`config.mk`:
```
export PLATFORM = sky130hd
export DESIGN_NAME = oldland_bus_arbiter
export DESIGN_NICKNAME = d
export VERILOG_FILES = /design/src/rtl/oldland_bus_pkg.sv /design/src/rtl/oldland_bus_timeout.sv /design/src/rtl/oldland_bus_arbiter.sv
export SDC_FILE = /design/constraint.sdc
export NUM_CORES = 1
export LEC_CHECK = 0
export CORE_UTILIZATION = 35
export CTS_CLUSTER_DIAMETER = 30
export DETAILED_ROUTE_END_ITERATION = 6
export PLACE_DENSITY = 0.71
export SKIP_CTS_REPAIR_TIMING = 1
export SLEW_MARGIN = 20
export SYNTH_ARGS = -nofsm -noshare
export SYNTH_HDL_FRONTEND = slang
export SYNTH_SLANG_ARGS = --single-unit
```
`constraint.sdc`:
```
create_clock -name clk -period 2.4 [get_ports clk]
set_input_delay 0.24 -clock clk [delete_from_list [all_inputs] [get_ports clk]]
set_output_delay 0.24 -clock clk [all_outputs]
set_load 0.005 [all_outputs]
```
`src/rtl/oldland_bus_pkg.sv`:
```
// Shared definitions for the Oldland instruction/data bus arbiter.
//   bus_state_t  : arbiter FSM encoding (2 bits)
//   GRANT_I/D    : encoding of the round-robin grant history bit
//   BYTESEL_ALL  : byte enables driven for instruction fetches
package oldland_bus_pkg;

  typedef enum logic [1:0] {
    ST_IDLE   = 2'd0,
    ST_BUSY_I = 2'd1,
    ST_BUSY_D = 2'd2,
    ST_RESP   = 2'd3
  } bus_state_t;

  localparam logic GRANT_I = 1'b0;
  localparam logic GRANT_D = 1'b1;

  localparam logic [3:0] BYTESEL_ALL = 4'b1111;

endpackage

```
`src/rtl/oldland_bus_timeout.sv`:
```
// Transaction watchdog for the shared memory bus.
//   clk     : system clock
//   rst     : synchronous active-low reset
//   clear   : restart the count (asserted on every new grant)
//   enable  : count this cycle (bus request outstanding, no ack)
//   expired : count has reached timeout_cycles - 1
module oldland_bus_timeout
  import oldland_bus_pkg::*;
#(
  parameter int timeout_cycles = 255
) (
  input  logic clk,
  input  logic rst,
  input  logic clear,
  input  logic enable,
  output logic expired
);

  localparam int CNT_W = $clog2(timeout_cycles);
  localparam logic [CNT_W-1:0] LAST = CNT_W'(timeout_cycles - 1);

  logic [CNT_W-1:0] count;

  always_ff @(posedge clk) begin
    if (!rst || clear) begin
      count <= '0;
    end else if (enable) begin
      count <= count + CNT_W'(1);
    end
  end

  // The arbiter leaves BUSY on the cycle after expiry, so the counter never
  // needs to wrap or saturate past LAST.
  assign expired = (count == LAST);

endmodule

```
`src/rtl/oldland_bus_arbiter.sv`:
```
// Round-robin arbiter merging the pipeline instruction bus (i_*) and data
// bus (d_*) onto the shared memory bus (m_*). The granted request is
// registered onto m_*, and the completion (ack, read data, error) is routed
// back to the requester one cycle after m_ack. A watchdog turns a hung
// slave into a bus error on the requester.
//   clk, rst                 : clock, synchronous active-low reset
//   i_access/i_addr          : instruction request (level, held until i_ack)
//   i_data/i_ack/i_error     : instruction completion
//   d_access/d_addr/d_bytesel/d_wr_en/d_wr_val : data request
//   d_data/d_ack/d_error     : data completion
//   m_access/m_addr/m_bytesel/m_wr_en/m_wr_val : registered shared bus request
//   m_data/m_ack/m_error     : shared bus slave response
module oldland_bus_arbiter
  import oldland_bus_pkg::*;
#(
  parameter int timeout_cycles = 255,
  parameter bit d_first        = 1'b1
) (
  input  logic        clk,
  input  logic        rst,
  input  logic        i_access,
  input  logic [29:0] i_addr,
  output logic [31:0] i_data,
  output logic        i_ack,
  output logic        i_error,
  input  logic        d_access,
  input  logic [29:0] d_addr,
  input  logic [3:0]  d_bytesel,
  input  logic        d_wr_en,
  input  logic [31:0] d_wr_val,
  output logic [31:0] d_data,
  output logic        d_ack,
  output logic        d_error,
  output logic        m_access,
  output logic [29:0] m_addr,
  output logic [3:0]  m_bytesel,
  output logic        m_wr_en,
  output logic [31:0] m_wr_val,
  input  logic [31:0] m_data,
  input  logic        m_ack,
  input  logic        m_error
);

  bus_state_t  state, state_n;
  logic        last_grant, last_grant_n;
  logic        m_access_n;
  logic [29:0] m_addr_n;
  logic [3:0]  m_bytesel_n;
  logic        m_wr_en_n;
  logic [31:0] m_wr_val_n;
  logic [31:0] i_data_n, d_data_n;
  logic        i_ack_n, d_ack_n, i_error_n, d_error_n;

  logic        grant;
  logic        sel;
  logic        expired;
  logic [31:0] rsp_data;
  logic        rsp_err;

  oldland_bus_timeout #(
    .timeout_cycles(timeout_cycles)
  ) u_timeout (
    .clk    (clk),
    .rst    (rst),
    .clear  (grant),
    .enable (m_access & ~m_ack),
    .expired(expired)
  );

  always_comb begin
    state_n      = state;
    last_grant_n = last_grant;
    m_access_n   = m_access;
    m_addr_n     = m_addr;
    m_bytesel_n  = m_bytesel;
    m_wr_en_n    = m_wr_en;
    m_wr_val_n   = m_wr_val;
    i_data_n     = i_data;
    i_error_n    = i_error;
    i_ack_n      = 1'b0;
    d_data_n     = d_data;
    d_error_n    = d_error;
    d_ack_n      = 1'b0;
    grant        = 1'b0;
    sel          = GRANT_I;
    // A real ack beats a simultaneous expiry; a timeout returns zero data.
    rsp_data     = m_ack ? m_data : 32'h0;
    rsp_err      = m_ack ? m_error : 1'b1;

    case (state)
      ST_IDLE: begin
        if (i_access || d_access) begin
          grant = 1'b1;
          if (i_access && d_access) begin
            sel = ~last_grant;
          end else if (d_access) begin
            sel = GRANT_D;
          end
          last_grant_n = sel;
          m_access_n   = 1'b1;
          if (sel == GRANT_D) begin
            state_n     = ST_BUSY_D;
            m_addr_n    = d_addr;
            m_bytesel_n = d_bytesel;
            m_wr_en_n   = d_wr_en;
            m_wr_val_n  = d_wr_val;
          end else begin
            state_n     = ST_BUSY_I;
            m_addr_n    = i_addr;
            m_bytesel_n = BYTESEL_ALL;
            m_wr_en_n   = 1'b0;
            m_wr_val_n  = 32'h0;
          end
        end
      end
      ST_BUSY_I, ST_BUSY_D: begin
        // Requester inputs are deliberately not looked at here.
        if (m_ack || expired) begin
          m_access_n = 1'b0;
          state_n    = ST_RESP;
          if (state == ST_BUSY_D) begin
            d_ack_n   = 1'b1;
            d_data_n  = rsp_data;
            d_error_n = rsp_err;
          end else begin
            i_ack_n   = 1'b1;
            i_data_n  = rsp_data;
            i_error_n = rsp_err;
          end
        end
      end
      ST_RESP: begin
        // The served client still holds its request this cycle; ignore it.
        state_n = ST_IDLE;
      end
      default: begin
        state_n = ST_IDLE;
      end
    endcase
  end

  always_ff @(posedge clk) begin
    if (!rst) begin
      state      <= ST_IDLE;
      last_grant <= d_first ? GRANT_I : GRANT_D;
      m_access   <= 1'b0;
      m_addr     <= '0;
      m_bytesel  <= '0;
      m_wr_en    <= 1'b0;
      m_wr_val   <= '0;
      i_data     <= '0;
      i_ack      <= 1'b0;
      i_error    <= 1'b0;
      d_data     <= '0;
      d_ack      <= 1'b0;
      d_error    <= 1'b0;
    end else begin
      state      <= state_n;
      last_grant <= last_grant_n;
      m_access   <= m_access_n;
      m_addr     <= m_addr_n;
      m_bytesel  <= m_bytesel_n;
      m_wr_en    <= m_wr_en_n;
      m_wr_val   <= m_wr_val_n;
      i_data     <= i_data_n;
      i_ack      <= i_ack_n;
      i_error    <= i_error_n;
      d_data     <= d_data_n;
      d_ack      <= d_ack_n;
      d_error    <= d_error_n;
    end
  end

endmodule

```
==> flow_results.org, run 1 <==
** Min path
- Along the worst hold path, the cell count comes to 2.
- Startpoint of the most critical hold path :: m_ack
- The path with the worst hold slack has its endpoint at d_data[27].
- The path class of the tightest hold or removal check is input pin to flop.

** Critical path
- The startpoint identified for the worst register-to-register timing path is state[1].
- Data arrives at the worst endpoint at 2.33 ns.
- Critical path launch point type :: flop
- For flop-to-flop paths, the worst setup slack is 0.42 ns.
- The largest single stage delay on the critical path is between 0.4 and 0.5 ns.
- Walking the worst path, the cells encountered are inv_1 > ha_1 > inv_2 > nor2_4 > and2_1 > buf_4 > a32o_1.
- Reg-to-Reg End :: i_data[23]
- Top delay family on crit path :: buffers and inverters
- STA classifies the critical path endpoint as a flop.
- Worst-case reg-to-reg path depth :: 7
- In this run the worst path has a maximum fanout of 30.
- Worst Path Class, Setup :: flop to flop
- Among all stages on the critical path, the largest delay is contributed by ha_1.
- Required time reported for the critical path endpoint :: 2.75 ns
- Buf/Inv on CP :: 3

** Synth
- The synthesized netlist contains 42 unique library cells.
- Synthesized area per cell :: ~12 um^2
- Of all cell types, the one taking the most synthesized area is dfxtp_1.
- Number of warnings reported in the yosys synthesis log :: 0
- Seq cells post-synth :: between 100 and 150
- Share of the yosys chip area belonging to registers :: between 50 and 60%
- Portion of synthesized cell area occupied by the leading cell type :: between 50% and 60%
- Post-synthesis async set-or-reset flop share :: 0%
- Among all cell types in the netlist, the one instantiated most often is dfxtp_1.
- Counting instances in the post-synthesis netlist gives the leading cell types as 147 x dfxtp_1, 64 x a32o_1, 37 x nand2_1.
- Syn Inst Count :: 459
- Net Count, Synth :: between 500 and 600
- Number of flops mapped to enable cells by yosys :: 0
- Netlist area before placement :: approximately 0.0054 mm^2
- Sorting the synthesized cells by area gives the leading types as dfxtp_1 55%, a32o_1 12%, mux2i_1 5.6%.
- Predominant post-synthesis flop cell :: dfxtp_1

** Final layout
- Share of final-layout standard cells stronger than drive strength 1 :: under 10%
- Relative to the synthesized area, the layout overhead comes to 63.8%.
- The number of antenna diodes in the final layout is 0.
- Final #Nets :: 855

** Placed design
- Routability-driven placement finished with a final weighted congestion of 0.831.
- Number of input and output port buffers inserted :: 270
- Detailed placement ended at an HPWL of roughly 12000 um.

** Global routing
- Entering global routing, the biggest net connects 67 pins.
- The number of antenna violations at the first check in global routing is 0.
- For this run the aggregate overflow at the end of global routing stands at 0.
- The first global-routing pass estimated 25200 um of wire.
- Gr usage total :: between 20% and 30%
- The number of global-route vias before repair is about 4900.

** Power and ir drop
- Internal power consumption :: 6.27 mW
- IR analysis of the VDD net gives a maximum drop of 0.596 mV.
- Part of the total power dissipated in combinational logic :: a little under a third
- Summed over all cells, the static leakage comes to approximately 3.6 nW.
- In this run the power density over the cells is a little under 1000 mW/mm^2.
- Switch share :: between 20% and 30%
- The clock network accounts for about a third of the total power.
- The share of total power dissipated in sequential elements is a little under two fifths.
- Overall power consumption after layout is estimated at around 8.7 mW.
- Switch Pwr :: 2.41 mW

** CTS
- CTS clk-pin slew, worst paths :: approximately 0.06 ns
- Clock latency of the later-clocked register in the worst-skew pair :: approximately 0.42 ns
- Maximum root-to-sink buffer count :: 2
- TritonCTS built the clock tree.
- Buffers inserted during clock tree synthesis total 17.
- Clock root buffer :: clkbuf_16
- Counting every sink on the clock net gives 147.
- CTS built an H-tree with a depth of 4.

** Drt
- Post-detailed-route DRC marker count :: 0
- Dividing the detail-routed wire length by the instance count gives between 15 and 20 um.
- The routed design has 16000 um of wire.
- The count of nets left with antenna violations once routing finished came out at 0.
- Per-cell via count in the routed design :: 5.24
- For this block, the initial DRC count from the detailed router was between 150 and 200.
- 1st-pass router iterations :: 6
- Via count of the routed design :: around 4800

** Timing
- Summed negative setup slack over all endpoints :: 0 ns
- The max-slew violation count came to 0.
- In this run the tightest slew margin relative to its limit is 48.7%.
- The number of failing hold endpoints at the final stage is 0.
- Setup repair after global routing left no endpoint under its margin.
- Clock period minus worst slack :: about 2 ns
- Maximum clock skew at final layout :: about 0.009 ns
- Endpoints failing setup :: 0
- Portion of the clock cycle consumed by the worst path in the final layout :: roughly 80%
- Upper clock frequency limit :: 0.505 GHz
- At the pin with the least slew margin, the transition time is about 0.77 ns.

** Die
- The initialized floorplan defines between 40 and 50 standard-cell rows.
- Effective utilization at floorplan :: between 30 and 40%
- Die Y-Extent :: 126 um
- between 200 and 300 I/O pins were placed.
- Horizontal die dimension :: roughly 130 um
- The core region is 0.0148 mm^2.
- The die covers between 0.015 and 0.02 mm^2.

** Job
- Max-cap violations in this run came to 0.

** Outcome
- Run status :: finished clean
==> how the worst max path moves through the flow <==
stage               startpoint            endpoint  slack (ns)  cells past startpoint
finish                state[1]          i_data[23]        0.42                      7
global route          state[0]  u_timeout.count[7]        0.27                      6
CTS                   state[1]          i_data[23]        0.43                      7
detailed placement    i_access  u_timeout.count[1]        0.21                      6
global placement      i_access         m_wr_val[0]       -0.08                      5
floorplan             state[0]          i_data[10]        0.71                      8
==> state kept, by name (all words and copies together), names as in the netlist <==
register and flops:
state 2, i_ack 1, i_data 32, d_data 32, d_ack 1, m_addr 30
m_wr_en 1, u_timeout.count 8, last_grant 1, d_error 1, m_access 1, m_wr_val 32
m_bytesel 4, i_error 1
==> metal layers <==
metal,part of all wire (%),vias up,GRT usage (%)
li1,-,2279,-
met1,39,2258,21.5
met2,50,212,36.9
met3,8.4,25,7.26
met4,2.3,0,8.72
met5,0,-,0
==> power by group through the flow <==
stage          combinational, mW  clock (mW)  sequential [mW]
2_1_floorplan               1.19           0             3.30
3_3_place_gp                2.63           0             3.26
3_5_place_dp                2.69           0             3.29
4_1_cts                     2.71        2.81             3.25
5_1_grt                     2.89        2.93             3.32
6_report                    2.68        2.75             3.25
==> placed cells by master (no fill, tap or decap), types with 2 or more instances in the layout <==
master           count
xor2_1               3
xnor2_1              4
nand2b_1             3
nor2_1              13
o211a_1             30
mux2i_1             30
clkinv_4             2
inv_1                3
clkinv_2             2
clkdlybuf4s50_1    269
a22o_1              33
clkbuf_16           17
dfxtp_1            147
and2_1               3
o21ai_0              4
a32o_1              64
nand4_1              2
nor2b_4              2
ha_1                 4
buf_4               11
bufinv_16            4
clkbuf_1             2
a211oi_1             2
a21boi_1             2
and3_1               3
clkbuf_8             2
o221a_2              4
nand2_1             37
inv_2                2
==> per-stage QoR <==
step	instances	utilization [%]	setup WS (ns)	instance area, um^2	hold slack (ns)
6_report	911	59.8	0.421	8820	0.377
4_1_cts	911	59.8	0.428	8820	0.367
2_1_floorplan	459	-	0.705	5380	0.366
5_1_grt	911	59.8	0.267	8820	0.389
3_3_place_gp	881	55.6	-0.0846	8200	0.445
3_5_place_dp	881	55.6	0.206	8200	0.455
==> layout make-up <==
type / instances / area [um^2]
multi-input cells: 263 / 2210
flip-flops and latches: 147 / 2940
repair buffers: 282 / 2800
inverters: 5 / 18.8
clock buffers: 21 / 460
clock inverters: 9 / 155
fillers: 1188 / 5940
well taps: 184 / 230
==> worst register-to-register path, cell delays in order (launching register included) <==
cell and delay, ns:
dfxtp_1 0.35, inv_1 0.05, ha_1 0.46, inv_2 0.13, nor2_4 0.14, and2_1 0.19, buf_4 0.34, a32o_1 0.26
==> cell families (layout without fill, tap and decap cells) <==
family,Yosys count,in the layout,share of synthesized area (%)
buffers and inverters,49,317,4.72
XOR/XNOR,7,7,1.14
AO/OA/AOI/OAI,150,150,26.7
adder cells (fa/ha/maj),4,4,0.930
flip-flops,147,147,54.7
AND/OR/NAND/NOR,72,72,6.28
multiplexers,30,30,5.58
Note: power is estimated with default switching activity, not from simulation.
==> run 2: changes to the inputs <==
--- a/config.mk
+++ b/config.mk
@@ -8,7 +8,7 @@
 export CORE_UTILIZATION = 35
 export CTS_CLUSTER_DIAMETER = 30
 export DETAILED_ROUTE_END_ITERATION = 6
-export PLACE_DENSITY = 0.71
+export PLACE_DENSITY = 0.73
 export SKIP_CTS_REPAIR_TIMING = 1
 export SLEW_MARGIN = 20
 export SYNTH_ARGS = -nofsm -noshare
==> constraint.sdc (replaced) <==
create_clock -name clk -period 1.7 [get_ports clk]
set_input_delay 0.17 -clock clk [delete_from_list [all_inputs] [get_ports clk]]
set_output_delay 0.17 -clock clk [all_outputs]
set_load 0.005 [all_outputs]
==> run 2 against run 1 <==
First-iteration DRC count rose by 16%. Sequential share of layout area fell by 0.75 points. Cell area is 2.3% higher. Via count is 1.5% higher. Critical path type unchanged. Critical endpoint is now state[1]. Largest cell class is now buffers.
==> flow_results.org, run 2 (synthesis gave the netlist of run 1 again) <==
** Outcome
- The flow ran to the end, and the final reports show no timing, DRC or antenna violations.

** Timing
- The transition at the pin with the smallest max-transition slack came to 0.486 ns (-0.283 ns).
- The maximum clock rate is 0.600 GHz (+19%).
- The final setup slack of the worst path was 0.0326 ns (-0.389 ns).
- Hold violation count in the final report :: 0 (unchanged)
- Fin. max-slew vios :: 0 (unchanged)
- The post-layout minimum cycle time came to 1.67 ns (-0.311 ns).
- Maximum clock skew at final layout :: 0.0102 ns (+0.00105 ns)
- Worst-case headroom to the max-slew limit :: 67.4% (+19 points)
- The sum of negative setup slack came to 0 ns (unchanged).
- The fraction of the cycle the final worst path needs came to 98.1% (+16 points).
- Endpoints failing setup :: 0 (unchanged)
- Setup repair after global routing could not meet its margin everywhere.

** Critical path
- The critical path is of the flop to flop type.
- Reg-to-Reg End :: state[1]
- Required time reported for the critical path endpoint :: 2.05 ns (-0.70 ns)
- Critical path, cell by cell :: inv_1 > ha_1 > inv_2 > a211oi_1 > o21ai_0 > a21boi_1
- Largest driver fanout on the critical path :: 4 (-87%)
- Worst setup path start :: state[1]
- The data arrival time at the worst-slack endpoint was 2.01 ns (-0.32 ns).
- Register-to-register setup slack :: 0.03 ns (-0.39 ns)
- The startpoint identified for the worst register-to-register timing path is state[1].
- Critical path launch point type :: flop
- Worst-case reg-to-reg path depth :: 6 (-1)
- STA classifies the critical path endpoint as a flop.
- The critical path's largest stage delay was 0.45 ns (about the same).
- The largest individual stage delay along the critical path comes from the cell a211oi_1.

** Global routing
- The number of global-route vias before repair is 4872 (-1.3%).
- The maximum number of pins on one net before global-route repair came to 49 (-27%).
- Gr usage total :: 20.1% (-0.39 points)
- Antenna violations before repair :: 0 (unchanged)
- Wire length of the first global-routing pass :: 25000 um (-0.99%)
- Total gr overflow :: 0 (unchanged)

** Power and ir drop
- The power density over the cells was 1390 mW/mm^2 (+41%).
- The largest voltage drop on the vdd net came to 0.766 mV (+29%).
- Total chip power :: 12.5 mW (+44%)
- The leakage dissipation came to 3.68 nW (+2.9%).

** Drt
- The highest metal layer carrying signal wires in the routed design is met4.
- The first-iteration detailed-routing DRC count was 229 (+16%).
- Final antenna-violating net count :: 0 (unchanged)
- The met2 layer wire length in the routed design was 7790 um (-3.0%).
- The aggregate routed wire length is 15800 um (-0.85%).
- Via count of the routed design :: 4846 (+1.5%)
- The detailed-routing iteration count for the pre-antenna-repair pass is 5 (-1).
- Routed length on met1 :: 6490 um (+4.2%)
- The routed wirelength normalized by instance count is 17.0 um (-2.8%).
- Detail Route met3 WL :: 1280 um (-4.9%)
- The post-detailed-route DRC marker count is 0 (unchanged).
- Per-cell via count in the routed design :: 5.22 (-0.46%)

** Placed design
- Worst slack after detailed placement :: -0.0286 ns (-0.234 ns)
- The number of input and output port buffers inserted is 270 (unchanged).
- The detailed placement HPWL came to 11500 um (-2.5%).
- Placer Congestion :: 0.765 (-7.9%)

** Min path
- The worst hold path belongs to the class input pin to flop.
- Hold path endpoint :: m_access
- Startpoint of the most critical hold path :: m_ack
- Instance count along the most critical hold path :: 3 (+1)

** Die
- Horizontal die dimension :: 126 um (unchanged)
- I/O pin cnt :: 271 (unchanged)
- Area of the die :: 0.0159 mm^2 (unchanged)
- Std cell rows :: 44 (unchanged)
- Die Y-Extent :: 126 um (unchanged)
- Effective utilization at floorplan :: 36.5% (unchanged)
- Core region area :: 0.0148 mm^2 (unchanged)

** Job
- The number of max-cap violations came to 0 (unchanged).

** Final layout
- Most frequent standard cell in the layout excluding fill and tap cells :: clkdlybuf4s50_1
- Relative to the synthesized area, the layout overhead comes to 67.6%.
- Regs by FF count :: d_data x32, i_data x32, m_wr_val x32
- Commonest cells after routing, fill and taps aside :: 269 x clkdlybuf4s50_1, 147 x dfxtp_1, 64 x a32o_1
- Final #Nets :: 871 (+1.9%)
- Share of final-layout standard cells stronger than drive strength 1 :: 10.5% (+2.5 points)
- Antenna diode instance count :: 0 (unchanged)

** CTS
- Number of buffers inserted during clock tree synthesis :: 17 (unchanged)
- CTS clk-pin slew, worst paths :: 0.06 ns (about the same)
- # H-tree levels :: 4 (unchanged)
- Maximum root-to-sink buffer count :: 2 (unchanged)
- TritonCTS built the clock tree.
- Clock root buffer :: clkbuf_16
- Sink Count :: 147 (unchanged)
- The clock latency of the later-clocked register in the worst-skew pair was 0.42 ns (about the same).
==> run 2: area by class of cell <==
| cell class | instances | area [um^2] |
|---|---|---|
| sequential | 147 | 2940 |
| clock buffer | 18 | 429 |
| tap | 184 | 230 |
| timing repair buffer | 298 | 3020 |
| multi-input combinational | 263 | 2210 |
| clock inverter | 14 | 176 |
| fill | 1168 | 5730 |
| inverter | 5 | 18.8 |
==> run 2: stage by stage <==
step | instance area, um^2 | cells | hold WS (ns) | utilization, %
CTS | 8990 | 926 | 0.193 | 60.9
detailed placement | 8380 | 894 | 0.453 | 56.8
floorplan | 5380 | 459 | 0.296 | -
finish | 9020 | 929 | 0.210 | 61.1
global placement | 8380 | 894 | 0.445 | 56.8
global route | 9020 | 929 | 0.208 | 61.1
==> run 2: per-layer routing <==
metal	up-vias	track usage, %
met5	-	0
met4	0	7.80
met3	21	7.39
met2	225	34.3
met1	2285	22.8
li1	2315	-
==> run 2: report_power, final <==
group	internal, mW	switching, mW	total (mW)	leakage [nW]
registers	4.17	0.403	4.58	1.20
clock network	2.33	1.49	3.82	0.297
logic	2.44	1.68	4.11	2.18
total	8.94	3.57	12.5	3.68
==> run 2: worst max path at each step <==
stage / endpoint / depth (start not counted) / slack (ns)
after global routing: state[1] / 6 / -0.03
final: state[1] / 6 / 0.03
after global placement: m_wr_val[21] / 6 / 0.03
after floorplan: i_data[10] / 8 / 0.005
after detailed placement: m_wr_val[14] / 6 / -0.03
after CTS: i_data[6] / 7 / 0.03
==> run 2: critical path: cells and delay by family (launching register included) <==
family	cells	cell delay, ns
AOI/OAI and AO/OA	3	0.81
buffers and inverters	2	0.13
DFF	1	0.35
adders and majority gates	1	0.30
==> run 3: changes to the inputs <==
--- a/config.mk
+++ b/config.mk
@@ -5,10 +5,11 @@
 export SDC_FILE = /design/constraint.sdc
 export NUM_CORES = 1
 export LEC_CHECK = 0
-export CORE_UTILIZATION = 35
+export CAP_MARGIN = 40
+export CORE_UTILIZATION = 34
 export CTS_CLUSTER_DIAMETER = 30
 export DETAILED_ROUTE_END_ITERATION = 6
-export PLACE_DENSITY = 0.73
+export PLACE_DENSITY = 0.72
 export SKIP_CTS_REPAIR_TIMING = 1
 export SLEW_MARGIN = 20
 export SYNTH_ARGS = -nofsm -noshare
==> run 3 against run 2 <==
Utilization down 1.5 points. Cell area up 1.3%. Critical path depth up 1. Setup slack better by 0.027 ns. Global-route usage down 0.72 points. Hold slack worse by 0.022 ns. Maximum frequency up 1.6%. Sequential share of layout area down 0.38 points. Critical endpoint is now d_data[15]. Largest cell class unchanged.
==> flow_results.org, run 3 (synthesis gave the netlist of run 1 again) <==
** Outcome
- The flow ran to the end, and the final reports show no timing, DRC or antenna violations.

** Critical path
- STA classifies the critical path endpoint as a flop.
- The signal on the critical path passes through inv_2 > ha_4 > and3_4 > a21o_4 > a31oi_4 > clkbuf_16 > a32o_1.
- Worst setup path start :: u_timeout.count[0]
- The endpoint required time on the critical path is 2.06 ns (about the same).
- The worst register-to-register path begins at u_timeout.count[0].
- STA classifies the critical path startpoint as a flop.
- The data arrival time at the worst-slack endpoint was 2.00 ns (about the same).
- Delay of the slowest cell on the worst path :: 0.33 ns (-0.12 ns)
- CP max stage cell :: dfxtp_2
- Worst Path Class, Setup :: flop to flop
- Worst-case reg-to-reg path depth :: 7 (+1)
- The maximum fanout count along the critical path is 6 (+2).

** Final layout
- The antenna cell count came to 0 (unchanged).
- Number of inserted filler cells in the final layout :: 1261 (+8.0%)
- The final standard cell area without fillers was 0.00914 mm^2 (+1.3%).
- Most frequent standard cell in the layout excluding fill and tap cells :: clkdlybuf4s50_1
- The net count of the finished layout was 871 (unchanged).
- Share of final-layout standard cells stronger than drive strength 1 :: 11.1% (+0.67 points)
- In the final layout, the registers with the most flip-flops are d_data x32, i_data x32, m_wr_val x32.
- From synthesis to final layout, the design area changed by 69.7%.
- In the layout the commonest cells are 269 x clkdlybuf4s50_1, 145 x dfxtp_1, 64 x a32o_1.

** Drt
- The first-iteration detailed-routing DRC count came to 253 (+10%).
- Post-detailed-route DRC marker count :: 0 (unchanged)
- Via count of the routed design :: 4874 (+0.58%)
- The via density per instance is 5.10 (-2.3%).
- 1st-pass router iterations :: 5 (unchanged)
- The aggregate routed wire length came to 16000 um (+1.2%).
- The routed wirelength normalized by instance count came to 16.8 um (-1.7%).
- The post-detailed-route count of antenna-violating nets is 0 (unchanged).

** Die
- The chip height came to 128 um (+1.4%).
- Effective utilization at floorplan :: 35.1% (-1.3 points)
- I/O pin cnt :: 271 (unchanged)
- Std cell rows :: 45 (+2.3%)
- Core region area :: 0.0153 mm^2 (+3.8%)
- The area of the die was 0.0163 mm^2 (+2.9%).
- Horizontal die dimension :: 128 um (+1.4%)

** Timing
- The worst slew margin relative to its limit was 69.8% (+2.4 points).
- Portion of the clock cycle consumed by the worst path in the final layout :: 96.5% (-1.6 points)
- Tightest Pin Transition :: 0.451 ns (-0.0343 ns)
- Upper clock frequency limit :: 0.610 GHz (+1.6%)
- Maximum clock skew at final layout :: 0.00758 ns (-0.00260 ns)
- Hold violation count in the final report :: 0 (unchanged)
- The post-layout minimum cycle time was 1.64 ns (-0.0270 ns).
- The final setup slack of the worst path came to 0.0596 ns (+0.0270 ns).
- Endpoints failing setup :: 0 (unchanged)
- The hold slack is 0.188 ns (-0.0220 ns).
- Fin. max-slew vios :: 0 (unchanged)

** Power and ir drop
- Internal power consumption :: 9.20 mW (+2.9%)
- Sequential cell fraction of total power :: 35.8% (-0.8 points)
- P per Cell Area :: 1400 mW/mm^2 (+0.79%)
- The net switching share of the total power came to 27.9% (-0.62 points).
- Part of the total power dissipated in combinational logic :: 31.9% (-1.0 points)
- Clock group share of total power :: 32.3% (+1.7 points)
- Total chip power :: 12.8 mW (+2.1%)
- Switch Pwr :: 3.57 mW (-0.14%)
- The leakage dissipation came to 3.71 nW (+0.83%).
- The largest voltage drop on the vdd net was 0.808 mV (+5.4%).

** Global routing
- Vias in the first global route :: 4946 (+1.5%)
- The global route total overflow was 0 (unchanged).
- Wire length of the first global-routing pass :: 24700 um (-1.0%)
- Largest net degree at the start of global routing :: 62 (+27%)
- The total global routing track utilization was 19.4% (-0.72 points).
- Antenna violations before repair :: 0 (unchanged)
- The met2 usage in global routing came to 33.6% (-0.72 points).
- Peak-usage layer in the global routing report :: met2
- The global-route track usage on met3 was 7.14% (-0.25 points).
- GRT met1 Usage :: 21.7% (-1.1 points)

** Min path
- The number of stages on the worst hold path came to 2 (-1).
- The worst hold path belongs to the class input pin to flop.
- In this run the most critical hold path is launched from m_ack.

** CTS
- Sink Count :: 147 (unchanged)
- TritonCTS built the clock tree.
- The tree is rooted in a clkbuf_16.
- CTS clk-pin slew, worst paths :: 0.06 ns (about the same)
- Number of buffers inserted during clock tree synthesis :: 17 (unchanged)
- Maximum root-to-sink buffer count :: 2 (unchanged)
- # H-tree levels :: 4 (unchanged)
- Clock latency of the later-clocked register in the worst-skew pair :: 0.42 ns (about the same)

** Placed design
- The final RePlAce weighted congestion came to 0.765 (unchanged).
- The post-place instance area is 0.00839 mm^2 (+0.13%).
- Worst slack after detailed placement :: -0.0199 ns (+0.00866 ns)
- The detailed placement HPWL was 11400 um (-1.1%).
- Number of input and output port buffers inserted :: 270 (unchanged)

** Job
- The number of max-cap violations was 0 (unchanged).
## run 3: cell count changes in the layout (fill, tap and decap cells not counted)
cell,delta
dfxtp_2,+2
dfxtp_1,-2
buf_4,-1
bufinv_16,+2
inv_2,+1
clkbuf_1,-1
ha_4,+1
inv_1,-1
inv_6,-1
ha_1,-1
clkbuf_16,+1
## run 3: path summary, 6_finish.rpt
| path | to | slack (ns) |
|---|---|---|
| max | d_data[15] | 0.06 |
| min | i_data[30] | 0.19 |
| max reg2reg | d_data[15] | 0.06 |
| min reg2reg | d_data[17] | 0.47 |
## run 3: power by group through the flow
stage                     sequential, mW  combinational [mW]  clock [mW]
final                               4.57                4.07        4.13
after global routing                4.66                4.39        4.37
after global placement              4.60                3.89           0
after detailed placement            4.63                3.99           0
after floorplan                     4.65                1.68           0
after CTS                           4.57                4.02        4.21
## run 3: per-layer routing
layer	vias up	part of all wire [%]
met5	-	0
met4	0	1.6
met3	18	8.2
met2	220	49
met1	2328	41
li1	2308	-
## run 3: through the flow
step           utilization [%]  std cells   TNS [ns]
2_1_floorplan                -        459          0
3_3_place_gp              54.8        918          0
3_5_place_dp              54.8        918    -0.0236
4_1_cts                   59.1        950          0
5_1_grt                   59.6        956  -0.000701
6_report                  59.6        956          0
## run 3: layout make-up
cell class / instances / area [um^2] / share of cell area (%)
clock buffer: 17 / 425 / 4.66
clock inverter: 15 / 228 / 2.49
inverter: 5 / 18.8 / 0.205
multi-input combinational: 263 / 2220 / 24.3
sequential: 147 / 2950 / 32.2
tap: 211 / 264 / 2.89
timing repair buffer: 298 / 3030 / 33.2
## run 3: worst max-delay path: cells and delay by family, from the launching register on
family / cells / cell delay [ns]
compound gates: 3 / 0.67
fa+ha+maj: 1 / 0.14
buf+inv: 2 / 0.27
flops: 1 / 0.33
simple gates: 1 / 0.17
